### src/rtl/control_pipe.sv
// control_pipe: opcode decode, three-stage control bundle pipeline, load-use hazard and bubble counting
module control_pipe #(
    parameter int ALUOP_W   = 2,
    parameter int EN_HAZARD = 1,
    parameter int CNT_W     = 16
) (
    input  logic               clk,
    input  logic               rst_n,
    input  logic               id_valid,
    input  logic [6:0]         id_opcode,
    input  logic [4:0]         id_rd,
    input  logic [4:0]         id_rs1,
    input  logic [4:0]         id_rs2,
    input  logic               stall_ext,
    input  logic               flush,
    output logic               ex_valid,
    output logic               ex_mem_rd,
    output logic               ex_mem_wr,
    output logic               ex_reg_wr,
    output logic [1:0]         ex_wb_sel,
    output logic               ex_mux_ula,
    output logic [ALUOP_W-1:0] ex_ula_op,
    output logic               ex_branch,
    output logic               ex_jump,
    output logic [4:0]         ex_rd,
    output logic               mem_valid,
    output logic               mem_mem_rd,
    output logic               mem_mem_wr,
    output logic               mem_reg_wr,
    output logic [1:0]         mem_wb_sel,
    output logic               mem_mux_ula,
    output logic [ALUOP_W-1:0] mem_ula_op,
    output logic               mem_branch,
    output logic               mem_jump,
    output logic [4:0]         mem_rd,
    output logic               wb_valid,
    output logic               wb_mem_rd,
    output logic               wb_mem_wr,
    output logic               wb_reg_wr,
    output logic [1:0]         wb_wb_sel,
    output logic               wb_mux_ula,
    output logic [ALUOP_W-1:0] wb_ula_op,
    output logic               wb_branch,
    output logic               wb_jump,
    output logic [4:0]         wb_rd,
    output logic               load_use_stall,
    output logic               ex_illegal,
    output logic [CNT_W-1:0]   bubble_cnt
);
    typedef struct packed {
        logic               valid;
        logic               mem_rd;
        logic               mem_wr;
        logic               reg_wr;
        logic [1:0]         wb_sel;
        logic               mux_ula;
        logic [ALUOP_W-1:0] ula_op;
        logic               branch;
        logic               jump;
        logic [4:0]         rd;
    } bundle_t;

    localparam logic [6:0] OP_R = 7'b0110011, OP_I = 7'b0010011, OP_LD = 7'b0000011;
    localparam logic [6:0] OP_ST = 7'b0100011, OP_BR = 7'b1100011, OP_LUI = 7'b0110111;
    localparam logic [6:0] OP_AUIPC = 7'b0010111, OP_JAL = 7'b1101111, OP_JALR = 7'b1100111;

    bundle_t          w_dec, r_ex, r_mem, r_wb;
    logic             w_legal, w_use1, w_use2, w_lus, w_bub, r_ill;
    logic [1:0]       w_op;
    logic [CNT_W-1:0] r_cnt;

    always_comb begin
        w_dec   = '0;
        w_legal = 1'b1;
        w_use1  = 1'b1;
        w_use2  = 1'b0;
        w_op    = 2'b00;
        case (id_opcode)
            OP_R:             begin w_dec.reg_wr = 1'b1; w_op = 2'b10; w_use2 = 1'b1; end
            OP_I:             begin w_dec.reg_wr = 1'b1; w_dec.mux_ula = 1'b1; w_op = 2'b11; end
            OP_LD:            begin w_dec.mem_rd = 1'b1; w_dec.reg_wr = 1'b1; w_dec.mux_ula = 1'b1; w_dec.wb_sel = 2'b01; end
            OP_ST:            begin w_dec.mem_wr = 1'b1; w_dec.mux_ula = 1'b1; w_use2 = 1'b1; end
            OP_BR:            begin w_dec.branch = 1'b1; w_op = 2'b01; w_use2 = 1'b1; end
            OP_LUI, OP_AUIPC: begin w_dec.reg_wr = 1'b1; w_dec.mux_ula = 1'b1; w_use1 = 1'b0; end
            OP_JAL:           begin w_dec.jump = 1'b1; w_dec.reg_wr = 1'b1; w_dec.wb_sel = 2'b10; w_use1 = 1'b0; end
            OP_JALR:          begin w_dec.jump = 1'b1; w_dec.reg_wr = 1'b1; w_dec.mux_ula = 1'b1; w_dec.wb_sel = 2'b10; end
            default:          begin w_legal = 1'b0; w_use1 = 1'b0; end
        endcase
        w_dec.ula_op = ALUOP_W'(w_op);
        w_dec.valid  = id_valid & w_legal;
        w_dec.rd     = id_rd;
        w_dec.reg_wr = w_dec.reg_wr & (id_rd != 5'd0);
    end

    // Only a load in EX whose destination feeds a source actually read by the ID instruction stalls
    assign w_lus = (EN_HAZARD != 0) && !flush && !stall_ext && id_valid && r_ex.valid && r_ex.mem_rd
                   && (r_ex.rd != 5'd0)
                   && ((w_use1 && id_rs1 == r_ex.rd) || (w_use2 && id_rs2 == r_ex.rd));
    assign w_bub = flush || w_lus;

    always_ff @(posedge clk or negedge rst_n) begin
        if (!rst_n) begin
            r_ex  <= '0;
            r_mem <= '0;
            r_wb  <= '0;
            r_ill <= 1'b0;
            r_cnt <= '0;
        end else if (!stall_ext) begin
            r_ex  <= (w_bub || !w_dec.valid) ? '0 : w_dec;
            r_ill <= !w_bub && id_valid && !w_legal;
            r_mem <= r_ex;
            r_wb  <= r_mem;
            if (w_bub && r_cnt != '1) r_cnt <= r_cnt + 1'b1;
        end
    end

    assign {ex_valid, ex_mem_rd, ex_mem_wr, ex_reg_wr, ex_wb_sel, ex_mux_ula, ex_ula_op, ex_branch, ex_jump, ex_rd} = r_ex;
    assign {mem_valid, mem_mem_rd, mem_mem_wr, mem_reg_wr, mem_wb_sel, mem_mux_ula, mem_ula_op, mem_branch, mem_jump, mem_rd} = r_mem;
    assign {wb_valid, wb_mem_rd, wb_mem_wr, wb_reg_wr, wb_wb_sel, wb_mux_ula, wb_ula_op, wb_branch, wb_jump, wb_rd} = r_wb;
    assign load_use_stall = w_lus;
    assign ex_illegal     = r_ill;
    assign bubble_cnt     = r_cnt;
endmodule

### config.mk
export PLATFORM = sky130hd
export DESIGN_NAME = control_pipe
export DESIGN_NICKNAME = d
export VERILOG_FILES = /design/src/rtl/control_pipe.sv
export SDC_FILE = /design/constraint.sdc
export NUM_CORES = 1
export LEC_CHECK = 0
export CAP_MARGIN = 20
export CORE_MARGIN = 2
export CORE_UTILIZATION = 49
export DETAILED_ROUTE_END_ITERATION = 12
export GPL_ROUTABILITY_DRIVEN = 1
export PLACE_DENSITY_LB_ADDON = 0.15
export SYNTH_ARGS = -nofsm -noshare
export SYNTH_HDL_FRONTEND = slang
export SYNTH_SLANG_ARGS = --single-unit
### constraint.sdc
create_clock -name clk -period 5.8 [get_ports clk]
set_input_delay 0.58 -clock clk [delete_from_list [all_inputs] [get_ports clk]]
set_output_delay 0.58 -clock clk [all_outputs]
set_load 0.05 [all_outputs]
Word level (Yosys, flattened, before mapping)
Index checks and enable logic that the tools add are counted.
{"block": "classes", "addsub": 1, "n_eq_ne": 12, "n_mux": 12, "bitwise_logic": 3, "reduce_logical": 28}
{"operator": "== test 7 x 6 -> 1 bit (second input constant)", "count": 3}
{"operator": "== test 7 bit (second input constant)", "count": 3}
{"operator": "adder 16 x 1 -> 16 bit (second input constant)", "count": 1}
{"operator": "2-to-1 mux 16 bit", "count": 1}
{"operator": "inequality test 16 bit (second input constant)", "count": 1}
{"operator": "== test 7 x 5 -> 1 bit (second input constant)", "count": 2}
{"operator": "OR reduction 6 bit", "count": 2}
{"operator": "logical AND 1 bit", "count": 11}
{"operator": "== test 5 bit", "count": 2}
{"operator": "nonzero test 5 bit", "count": 2}
{"operator": "2-to-1 mux 1 bit", "count": 9}
{"operator": "OR reduction 9 bit", "count": 1}
{"operator": "== test 7 x 2 -> 1 bit (second input constant)", "count": 1}
{"operator": "OR reduction 7 bit", "count": 1}
{"operator": "one-hot mux 2 bit (3 select lines)", "count": 1}
{"operator": "logical NOT 1 bit", "count": 5}
{"operator": "one-hot mux 2 bit (2 select lines)", "count": 1}
{"operator": "logical OR 1 bit", "count": 3}
{"operator": "OR reduction 3 bit", "count": 1}
{"operator": "AND 1 bit", "count": 2}
{"operator": "AND reduction 2 bit", "count": 1}
{"operator": "OR reduction 2 bit", "count": 1}
{"operator": "NOT 1 bit", "count": 1}
{"block": "totals", "ff_bits": 65, "wordCells": 88}

Logic depth before layout (Yosys ltp)
Gate-level depths: netlist of the first run.
{"block": "logic_depth", "word_depth": 11, "ltp_mapped": 8, "ltp_nobuf": 7}

Worst setup path after synthesis of the first run
OpenSTA, ideal clock, no wires.
{"block": "synth_path", "path_type": "input -> output", "from": "in id_opcode[6]", "to": "out load_use_stall", "arrival_time_ns": 2.089, "required_ns": 5.220, "setup_slack_ns": 3.131, "path_stages": 5, "path_buffers": 1, "cell_sequence": "buf_6 or2_4 a2111oi_4 a2bb2oi_2 nor2_1"}
{"block": "synth_between", "elab_chain_cells": 6, "word_cells_on_any_way": 14, "classes_between": "eq/ne: 6; mux: 2; reduce/logical: 6"}
{"item": "start, declared", "line": "10", "text": "input logic [6:0] id_opcode,"}
{"item": "== test 7 bit (tied with other cells)", "line": "78", "text": "case (id_opcode)"}
{"item": "OR reduction 6 bit (no line) / OR reduction 3 bit (equally long branches)"}
{"item": "2-to-1 mux 1 bit", "line": "78"}
{"item": "logical AND 1 bit", "line": "98", "text": "&& ((w_use1 && id_rs1 == r_ex.rd) || (w_use2 && id_rs2 == r_ex.rd));"}
{"item": "logical OR 1 bit (*)", "line": "98"}
{"item": "logical AND 1 bit (*)", "line": "98"}
{"item": "end, declared", "line": "46", "text": "output logic load_use_stall,"}
Every way passes the cells marked *; elsewhere a longest branch is shown, timed or not.

Final worst setup path of the first run
Ends and elaborated chain as after synthesis.

==> reports/metrics.csv, run 1 <==
stage;metric;value;unit
clock_network;clk_pin_slew;60;ps
die;coreArea;5540;um2
yosys;yosys_register_bits;62;
critical_path;start_kind;input pin;
layout;fill_cells;416;
power_and_ir_drop;powerDensity;278.9;nW/um2
drt;dr.pass1.iters;4;
power_and_ir_drop;switching_share;26.80;%
timing;tightestPinTransition;1018;ps
yosys;syn-cell-area;2843;um2
timing;finalWorstSetupSlack;2277;ps
yosys;synth_area_leader_cell;dfrtp_1;
clock_network;cts-root-buf;clkbuf_8;
hold_path;hold_path.class;input pin to async pin;
yosys;synth_area_leaders;dfrtp_1 (55%), mux2_2 (12%), xnor2_1 (5.9%), nand4_1 (2.2%), a22o_1 (1.8%);
timing;hold_violations;0;
yosys;synthCells;222;
placement;numPortBuffers;92;
timing;drv_slew;0;
placement;place_congestion;0.9061;
critical_path;crit_arrival;2940;ps
layout;fin_cells;391;
clock_network;post_cts_buffers;0;
yosys;synth_ff_type;dfrtp_1;
job;maxCapViolations;0;
critical_path;cp-end-kind;primary output;
placement;dp.cells;375;
power_and_ir_drop;power_frac_seq;42.3;%
timing;slew-limit-headroom;32.16;%
yosys;synth.avg_cell_area;12.81;um2
clock_network;holdBufCountCts;0;
status;status;finished clean;
drt;wire_per_inst;16.02;um
yosys;synth_edf_count;0;
global_route;grt_overflow_total;0;
global_route;grt_usage;20.94;%
yosys;synth_most_common_cell;dfrtp_1;
die;die-height;80.17;um
power_and_ir_drop;peakVddDrop;0.3014;mV
power_and_ir_drop;p_sw;299.8;uW
global_route;grt_pass1_vias;2045;
yosys;seq_area_frac_synth;54.58;%
power_and_ir_drop;p_comb_share;16.6;%
critical_path;crit_required;5220;ps
global_route;antenna_found_initial;0;
power_and_ir_drop;p_clk_share;41.1;%
timing;fin_crit_sh;60.74;%
power_and_ir_drop;p_int;818.7;uW
drt;antenna_left;0;
critical_path;path_max_fanout;9;
layout;antenna_cells;0;
clock_network;cts.sinks;62;
drt;vias;2082;
drt;drt-initial-drc-count;183;
yosys;synthTopCellsByCount;dfrtp_1 (62), mux2_2 (31), xnor2_1 (19), nand2_1 (12), nand4_1 (10);
timing;finalCriticalPeriod;3523;ps
layout;finish.net_count;342;
timing;fmax;283.8;MHz
timing;skew;7.436;ps
critical_path;worst-setup-path-type;input pin to primary output;
yosys;ys_warn_count;0;
die;initial_core_util;51.31;%
timing;grt_setup_unrepaired;no;
placement;place_ws;2296;ps
drt;via_per_inst;5.325;
yosys;syn_nets;250;
clock_network;cts_resized;0;
power_and_ir_drop;p_leak;1.792;nW
global_route;grt_start_max_net_pins;63;
timing;setup_tns;0;ps
die;io_pins;93;
die;fp-row-count;27;
layout;syn2layout_area_growth;41.07;%
clock_network;clockBufferDepth;2;
layout;multi_input_area;1189;um2
yosys;synth.distinct_cells;41;
clock_network;clock_latency;330;ps
layout;drive_above_1_share;19.12;%
clock_network;htree_levels;3;
yosys;synth_top_area_share;54.58;%
clock_network;cts_buffers;9;
power_and_ir_drop;total_power;1.118;mW
placement;dp_hpwl;4278;um
drt;drc_errors;0;
die;dieArea;6426;um2
drt;routed_wl;6265;um
timing;setup_violations;0;
layout;seq_area;1551;um2
yosys;async_flop_share;100.0;%
layout;final_core_util;72.38;%
global_route;grt_pass1_wl;10240;um
clock_network;cts_tree;built;
die;die_w;80.17;um
==> flip-flops by register name, summed over array words and instances, names as in the netlist, 2 cells and up <==
name	cells
mem_ula_op	2
wb_ula_op	2
wb_rd	5
bubble_cnt	16
mem_rd	5
ex_rd	5
ex_ula_op	2
==> power by group through the flow <==
stage | registers, mW | logic, mW | clock network (mW)
global placement | 0.480 | 0.185 | 0
floorplan | 0.540 | 0.0494 | 0
finish | 0.474 | 0.186 | 0.459
detailed placement | 0.480 | 0.187 | 0
global route | 0.476 | 0.198 | 0.488
CTS | 0.474 | 0.187 | 0.467
==> cell type report <==
cell class / instances / share of cell area, %
multi-input cells: 144 / 29.64
clock buffers: 10 / 3.432
inverters: 4 / 0.3744
repair buffers: 93 / 22.90
flip-flops and latches: 62 / 38.69
clock inverters: 6 / 2.714
well taps: 72 / 2.246
==> final timing paths <==
check	start	end	slack [ps]	cells past startpoint
setup reg to reg	bubble_cnt[0]$_DFFE_PN0P_	bubble_cnt[1]$_DFFE_PN0P_	3520	6
hold / removal	rst_n	mem_rd[3]$_DFFE_PN0N_	400	2
hold reg to reg	ex_illegal$_DFFE_PN0N_	ex_illegal$_DFFE_PN0N_	490	2
max in group asynchronous	rst_n	wb_branch$_DFFE_PN0N_	4910	2
setup / recovery	id_opcode[6]	load_use_stall	2280	6
min in group clk	ex_illegal$_DFFE_PN0N_	ex_illegal$_DFFE_PN0N_	490	2
==> routing by layer <==
layer / GRT usage (%) / up-vias / share of wire, % / wire length, um
li1: - / 989 / - / -
met1: 28.04 / 1023 / 45 / 2805
met2: 33.25 / 61 / 50 / 3143
met3: 4.494 / 9 / 3.7 / 229
met4: 8.305 / 0 / 1.4 / 86
met5: 0 / - / 0 / 0
==> stage by stage <==
step,instance area [um2],hold WS [ps]
after global placement,3764,477.6
after global routing,4010,467.8
after detailed placement,3764,481.1
after CTS,4010,434.4
final,4010,402.3
after floorplan,2843,284.4
==> critical path, cell delays in order <==
cell	delay [ps]
clkdlybuf4s50_1	560
or2_4	310
a2111oi_4	390
a2bb2oi_2	150
nor2_1	130
clkdlybuf4s50_1	820
==> cells in the final DEF, fill, tap and decap left out, types with 3 or more instances in the layout <==
cell type        Yosys  routed
inv_1                4       4
nand2_1             12      12
clkdlybuf4s50_1      0      90
nor3_1               3       3
clkbuf_8             0      10
xnor2_1             19      19
a32o_1               3       3
bufinv_16            0       3
nand3_1              6       6
and3_1               7       7
nand4_1             10      10
nor2_1               6       6
a22o_1               6       6
dfrtp_1             62      62
o21ai_0              5       5
xor2_1               6       6
mux2_2              31      31
o31ai_1              3       3
==> cells by family (layout without fill, tap and decap cells) <==
| logic type | count (synthesis) | count (layout) | share of synthesized area, % |
|---|---|---|---|
| mux | 31 | 31 | 12.28 |
| compound gates | 30 | 30 | 9.771 |
| simple gates | 57 | 57 | 11.62 |
| buf+inv | 16 | 113 | 3.609 |
| fa+ha+maj | 1 | 1 | 0.4401 |
| xor+xnor | 25 | 25 | 7.702 |
| flops | 62 | 62 | 54.58 |
(Power assumes the default switching activity.)
==> run 2: changes to the inputs <==
CORE_UTILIZATION = 41   (was 49)
clock period = 3.2 ns   (was 5.8 ns; I/O delays follow)
==> reports/metrics.csv, run 2 (same netlist as run 1, synthesis figures left out) <==
stage;metric;value;unit;change
global_route;grt_overflow_total;0;;unchanged
placement;numPortBuffers;92;;unchanged
critical_path;critPathTopFamily;buffers and inverters;;
critical_path;cp.depth;6;;unchanged
job;maxCapViolations;0;;unchanged
power_and_ir_drop;total_power;1.946;mW;+74%
critical_path;cpPeakStageDelay;550;ps;-270 ps
layout;final_core_util;59.22;%;-13 points
timing;slew-limit-headroom;60.48;%;+28 points
timing;tightestPinTransition;592.8;ps;-424.9 ps
power_and_ir_drop;p_comb_share;17.3;%;+0.7 points
die;io_pins;93;;unchanged
layout;fill_cells;561;;+35%
critical_path;path_buf_inv;2;;unchanged
timing;setup_violations;0;;unchanged
drt;vias;2077;;-0.24%
clock_network;cts-root-buf;clkbuf_8;;
critical_path;rr_worst_depth;6;;unchanged
clock_network;cts_resized;0;;unchanged
global_route;grt_pass1_wl;10290;um;+0.47%
critical_path;crit_required;2880;ps;-2340 ps
layout;finish.net_count;343;;+0.29%
power_and_ir_drop;p_sw;542.4;uW;+81%
layout;multi_input_area;1189;um2;unchanged
drt;drc_errors;0;;unchanged
timing;fin_crit_sh;74.23;%;
critical_path;crit_arrival;2060;ps;-880 ps
status;status;finished with violations;;
timing;grt_setup_unrepaired;no;;
layout;largest_reg_flops;16;;unchanged
clock_network;clockBufferDepth;2;;unchanged
power_and_ir_drop;p_clk_share;38.7;%;-2.4 points
power_and_ir_drop;power_frac_seq;44.0;%;+1.7 points
drt;via_per_inst;5.193;;-2.5%
clock_network;cts_tree;built;;
placement;dp_hpwl;4481;um;+4.7%
layout;seq_area;1551;um2;unchanged
status;failed_checks;negative hold slack;;
clock_network;htree_levels;3;;unchanged
global_route;antenna_found_initial;0;;unchanged
drt;drt-initial-drc-count;81;;-56%
clock_network;clk_pin_slew;60;ps;about the same
critical_path;cp_slowest_cell;clkdlybuf4s50_1;;
layout;final_common_cell;clkdlybuf4s50_1;;
clock_network;post_cts_buffers;0;;unchanged
drt;antenna_left;0;;unchanged
critical_path;path_max_fanout;9;;unchanged
clock_network;holdBufCountCts;0;;unchanged
global_route;grt_usage;17.66;%;-3.3 points
power_and_ir_drop;powerDensity;486.4;nW/um2;+74%
drt;dr.pass1.iters;4;;unchanged
die;coreArea;6756;um2;+22%
drt;wire_per_inst;15.85;um;-1.1%
hold_path;hold_path.class;input pin to async pin;;
layout;syn2layout_area_growth;40.76;%;
clock_network;clock_latency;330;ps;about the same
die;fp-row-count;30;;+11%
timing;drv_slew;0;;unchanged
die;die_w;87.27;um;+8.9%
critical_path;start_kind;input pin;;
critical_path;crit_chain;clkdlybuf4s50_1, or2_4, a2111oi_4, a2bb2oi_2, nor2_1, buf_4;;
drt;routed_wl;6341;um;+1.2%
timing;finalCriticalPeriod;2375;ps;
clock_network;cts.sinks;62;;unchanged
power_and_ir_drop;switching_share;27.87;%;+1.1 points
layout;antenna_cells;0;;unchanged
clock_network;cts_buffers;9;;unchanged
die;die-height;87.27;um;+8.9%
critical_path;worst-setup-path-type;input pin to primary output;;
power_and_ir_drop;peakVddDrop;0.2623;mV;-13%
global_route;grt_start_max_net_pins;48;;-24%
timing;fmax;421.0;MHz;
die;initial_core_util;42.07;%;-9.2 points
timing;hold_violations;9;;+9
timing;hold_ws;-7.769;ps;-410.1 ps
placement;place_congestion;0.8145;;-10%
die;dieArea;7615;um2;+18%
power_and_ir_drop;p_leak;1.781;nW;-0.62%
global_route;grt_pass1_vias;2064;;+0.93%
timing;skew;8.146;ps;+0.7095 ps
layout;drive_above_1_share;19.69;%;+0.57 points
layout;most-common-layout-cells;clkdlybuf4s50_1 (89), dfrtp_1 (62), mux2_2 (31);;
power_and_ir_drop;p_int;1.404;mW;+71%
timing;setup_tns;0;ps;unchanged
critical_path;cp-end-kind;primary output;;
-- run 2: layout make-up --
cell class | count | area share (%)
repair buffers | 94 | 23.08
multi-input cells | 144 | 29.71
flip-flops and latches | 62 | 38.77
well taps | 80 | 2.502
clock buffers | 10 | 3.440
inverters | 4 | 0.3752
clock inverters | 6 | 2.126
-- run 2: final timing paths --
kind	start	end	slack [ps]
setup / recovery	id_opcode[6]	load_use_stall	820
hold / removal	rst_n	wb_rd[1]$_DFFE_PN0N_	-8
setup reg to reg	bubble_cnt[0]$_DFFE_PN0P_	bubble_cnt[1]$_DFFE_PN0P_	910
hold reg to reg	wb_mux_ula$_DFFE_PN0N_	wb_mux_ula$_DFFE_PN0N_	500
max in group asynchronous	rst_n	mem_ula_op[1]$_DFFE_PN0N_	2340
min in group clk	stall_ext	ex_wb_sel[1]$_DFFE_PN0N_	420
-- run 2: power groups by stage --
stage | Combinational [mW] | Clock [mW] | Sequential, mW
floorplan | 0.0895 | 0 | 0.979
global placement | 0.337 | 0 | 0.870
detailed placement | 0.340 | 0 | 0.871
CTS | 0.340 | 0.777 | 0.857
global route | 0.361 | 0.819 | 0.861
finish | 0.337 | 0.753 | 0.857
-- run 2: through the flow --
step,instances,setup WS (ps),cell area [um2]
3_5_place_dp,384,541.9,3779
4_1_cts,400,816.7,4001
3_3_place_gp,384,594.9,3779
5_1_grt,400,712.8,4001
6_report,400,824.7,4001
2_1_floorplan,222,840.2,2843
-- run 2: layer usage --
layer | vias to the layer above | part of all wire, % | global-route usage, %
met3 | 6 | 5.2 | 4.455
met4 | 0 | 0.84 | 7.133
met1 | 1022 | 46 | 24.51
met2 | 60 | 48 | 26.52
li1 | 989 | - | -
met5 | - | 0 | 0
-- run 2: worst register-to-register path, cell delays in order, from the launching register on --
cell and delay, ps:
dfrtp_1 420, ha_1 260, and3_1 200, and4_1 200, a221o_1 350, a21oi_4 370
mux2_2 390
==> run 3: changes to the inputs <==
CORE_UTILIZATION = 46   (was 41)
clock period = 2.3 ns   (was 3.2 ns; I/O delays follow)
==> reports/metrics.csv, run 3 (same netlist as run 1, synthesis figures left out) <==
stage;metric;value;unit;change
layout;syn2layout_area_growth;45.82;%;
critical_path;worst-setup-path-type;register to register;;
timing;fin_crit_sh;95.08;%;
global_route;grt_overflow_total;0;;unchanged
clock_network;clk_pin_slew;70;ps;about the same
clock_network;clockBufferDepth;2;;unchanged
clock_network;clock_latency;330;ps;about the same
global_route;grt_pass1_wl;10120;um;-1.6%
job;maxCapViolations;0;;unchanged
die;dieArea;6824;um2;-10%
timing;finalWorstSetupSlack;113.3;ps;-711.4 ps
timing;tightestPinTransition;532.9;ps;-59.84 ps
timing;drv_slew;0;;unchanged
timing;grt_setup_unrepaired;no;;
clock_network;htree_levels;3;;unchanged
placement;placed_area;3935;um2;+4.1%
layout;fin_cells;414;;+3.5%
power_and_ir_drop;peakVddDrop;0.7053;mV;+170%
layout;finish.net_count;362;;+5.5%
global_route;antenna_found_initial;0;;unchanged
die;fp-row-count;28;;-6.7%
placement;numPortBuffers;92;;unchanged
hold_path;hold_path.class;input pin to async pin;;
layout;antenna_cells;0;;unchanged
layout;most-common-layout-cells;clkdlybuf4s50_1 (89), dfrtp_1 (60), mux2_2 (31);;
timing;finalCriticalPeriod;2187;ps;
critical_path;start_kind;register;;
critical_path;cp-end-kind;register;;
clock_network;cts_tree;built;;
die;io_pins;93;;unchanged
global_route;grt_pass1_vias;2064;;unchanged
clock_network;cts_buffers;9;;unchanged
drt;drt-initial-drc-count;90;;+11%
clock_network;cts_resized;0;;unchanged
timing;setup_tns;0;ps;unchanged
drt;wire_per_inst;15.27;um;-3.7%
layout;fin_area;4145;um2;+3.6%
timing;setup_violations;0;;unchanged
critical_path;crit_required;2520;ps;-360 ps
status;status;finished clean;;
critical_path;crit_arrival;2410;ps;+350 ps
clock_network;cts-root-buf;clkbuf_8;;
drt;via_per_inst;5.292;;+1.9%
placement;place_ws;-4.957;ps;-546.8 ps
timing;skew;4.208;ps;-3.937 ps
drt;routed_wl;6322;um;-0.30%
drt;dr.pass1.iters;4;;unchanged
power_and_ir_drop;powerDensity;637.9;nW/um2;+31%
placement;place_congestion;0.8710;;+6.9%
die;die_w;82.61;um;-5.3%
global_route;grt_usage;19.96;%;+2.3 points
layout;final_core_util;69.60;%;+10 points
die;coreArea;5956;um2;-12%
drt;vias;2191;;+5.5%
layout;largest_reg_flops;16;;unchanged
die;die-height;82.61;um;-5.3%
power_and_ir_drop;p_leak;1.876;nW;+5.3%
clock_network;cts.sinks;62;;unchanged
layout;drive_above_1_share;24.19;%;+4.5 points
timing;slew-limit-headroom;64.47;%;+4.0 points
timing;fmax;457.3;MHz;
critical_path;path_max_fanout;16;;+7
layout;final_common_cell;clkdlybuf4s50_1;;
timing;hold_violations;0;;-9
drt;antenna_left;0;;unchanged
global_route;grt_start_max_net_pins;47;;-2.1%
drt;drc_errors;0;;unchanged
placement;dp.cells;397;;+3.4%
die;initial_core_util;47.73;%;+5.7 points
placement;dp_hpwl;4614;um;+3.0%
[run 3: changes by cell type in the layout (fill, tap and decap cells not counted), moves of 2 or more]
cell and change:
dfrtp_1 -2, buf_12 +2, dfrtp_2 +2, clkinvlp_4 -2, buf_4 +16
[run 3: worst max-delay path: stages (launching register included)]
cell     delay [ps]
dfrtp_2         430
ha_1            250
and3_1          210
and4_1          200
a221o_1         350
a21oi_4         140
buf_12          150
mux2_2          330
[run 3: path summary, 6_finish.rpt]
path                       slack, ps                       from  cells past startpoint                        end
max                              110  bubble_cnt[0]$_DFFE_PN0P_                      7  bubble_cnt[1]$_DFFE_PN0P_
min                              310                      rst_n                      2       wb_rd[1]$_DFFE_PN0N_
max reg2reg                      110  bubble_cnt[0]$_DFFE_PN0P_                      7  bubble_cnt[1]$_DFFE_PN0P_
min reg2reg                      490  bubble_cnt[5]$_DFFE_PN0P_                      1  bubble_cnt[5]$_DFFE_PN0P_
max in group asynchronous       1290                      rst_n                      3  bubble_cnt[1]$_DFFE_PN0P_
min in group clk                 410                  stall_ext                      5        ex_jump$_DFFE_PN0N_
[run 3: per-layer routing]
metal	part of all wire (%)	track usage [%]
met1	47	27.43
met3	6.2	5.109
met2	46	30.08
met4	1.2	8.361
met5	0	0
[run 3: final cells by class]
type	count	area, um2
clock buffer	12	155.1
clock inverter	4	45.04
fill	450	1810
inverter	4	15.01
multi-input combinational	144	1189
sequential	62	1554
tap	75	93.84
timing repair buffer	113	1094
[run 3: report_power, final]
part	internal (mW)	switching, mW	total, mW
sequential	1.14	0.0532	1.19
combinational	0.199	0.295	0.494
clock	0.554	0.404	0.958
total	1.89	0.752	2.64
[run 3: what timing repair did]
action / CTS / global route
endpoints found under the hold margin: 12 / 0
buffers inserted: 0 / 0
hold buffers: 1 / 0
[run 3: stage by stage]
step           total power, mW  hold slack [ps]
4_1_cts                  2.670            310.4
3_5_place_dp             1.706            135.0
6_report                 2.644            308.1
5_1_grt                  2.762            359.5
2_1_floorplan            1.491           -65.59
3_3_place_gp             1.699            132.4
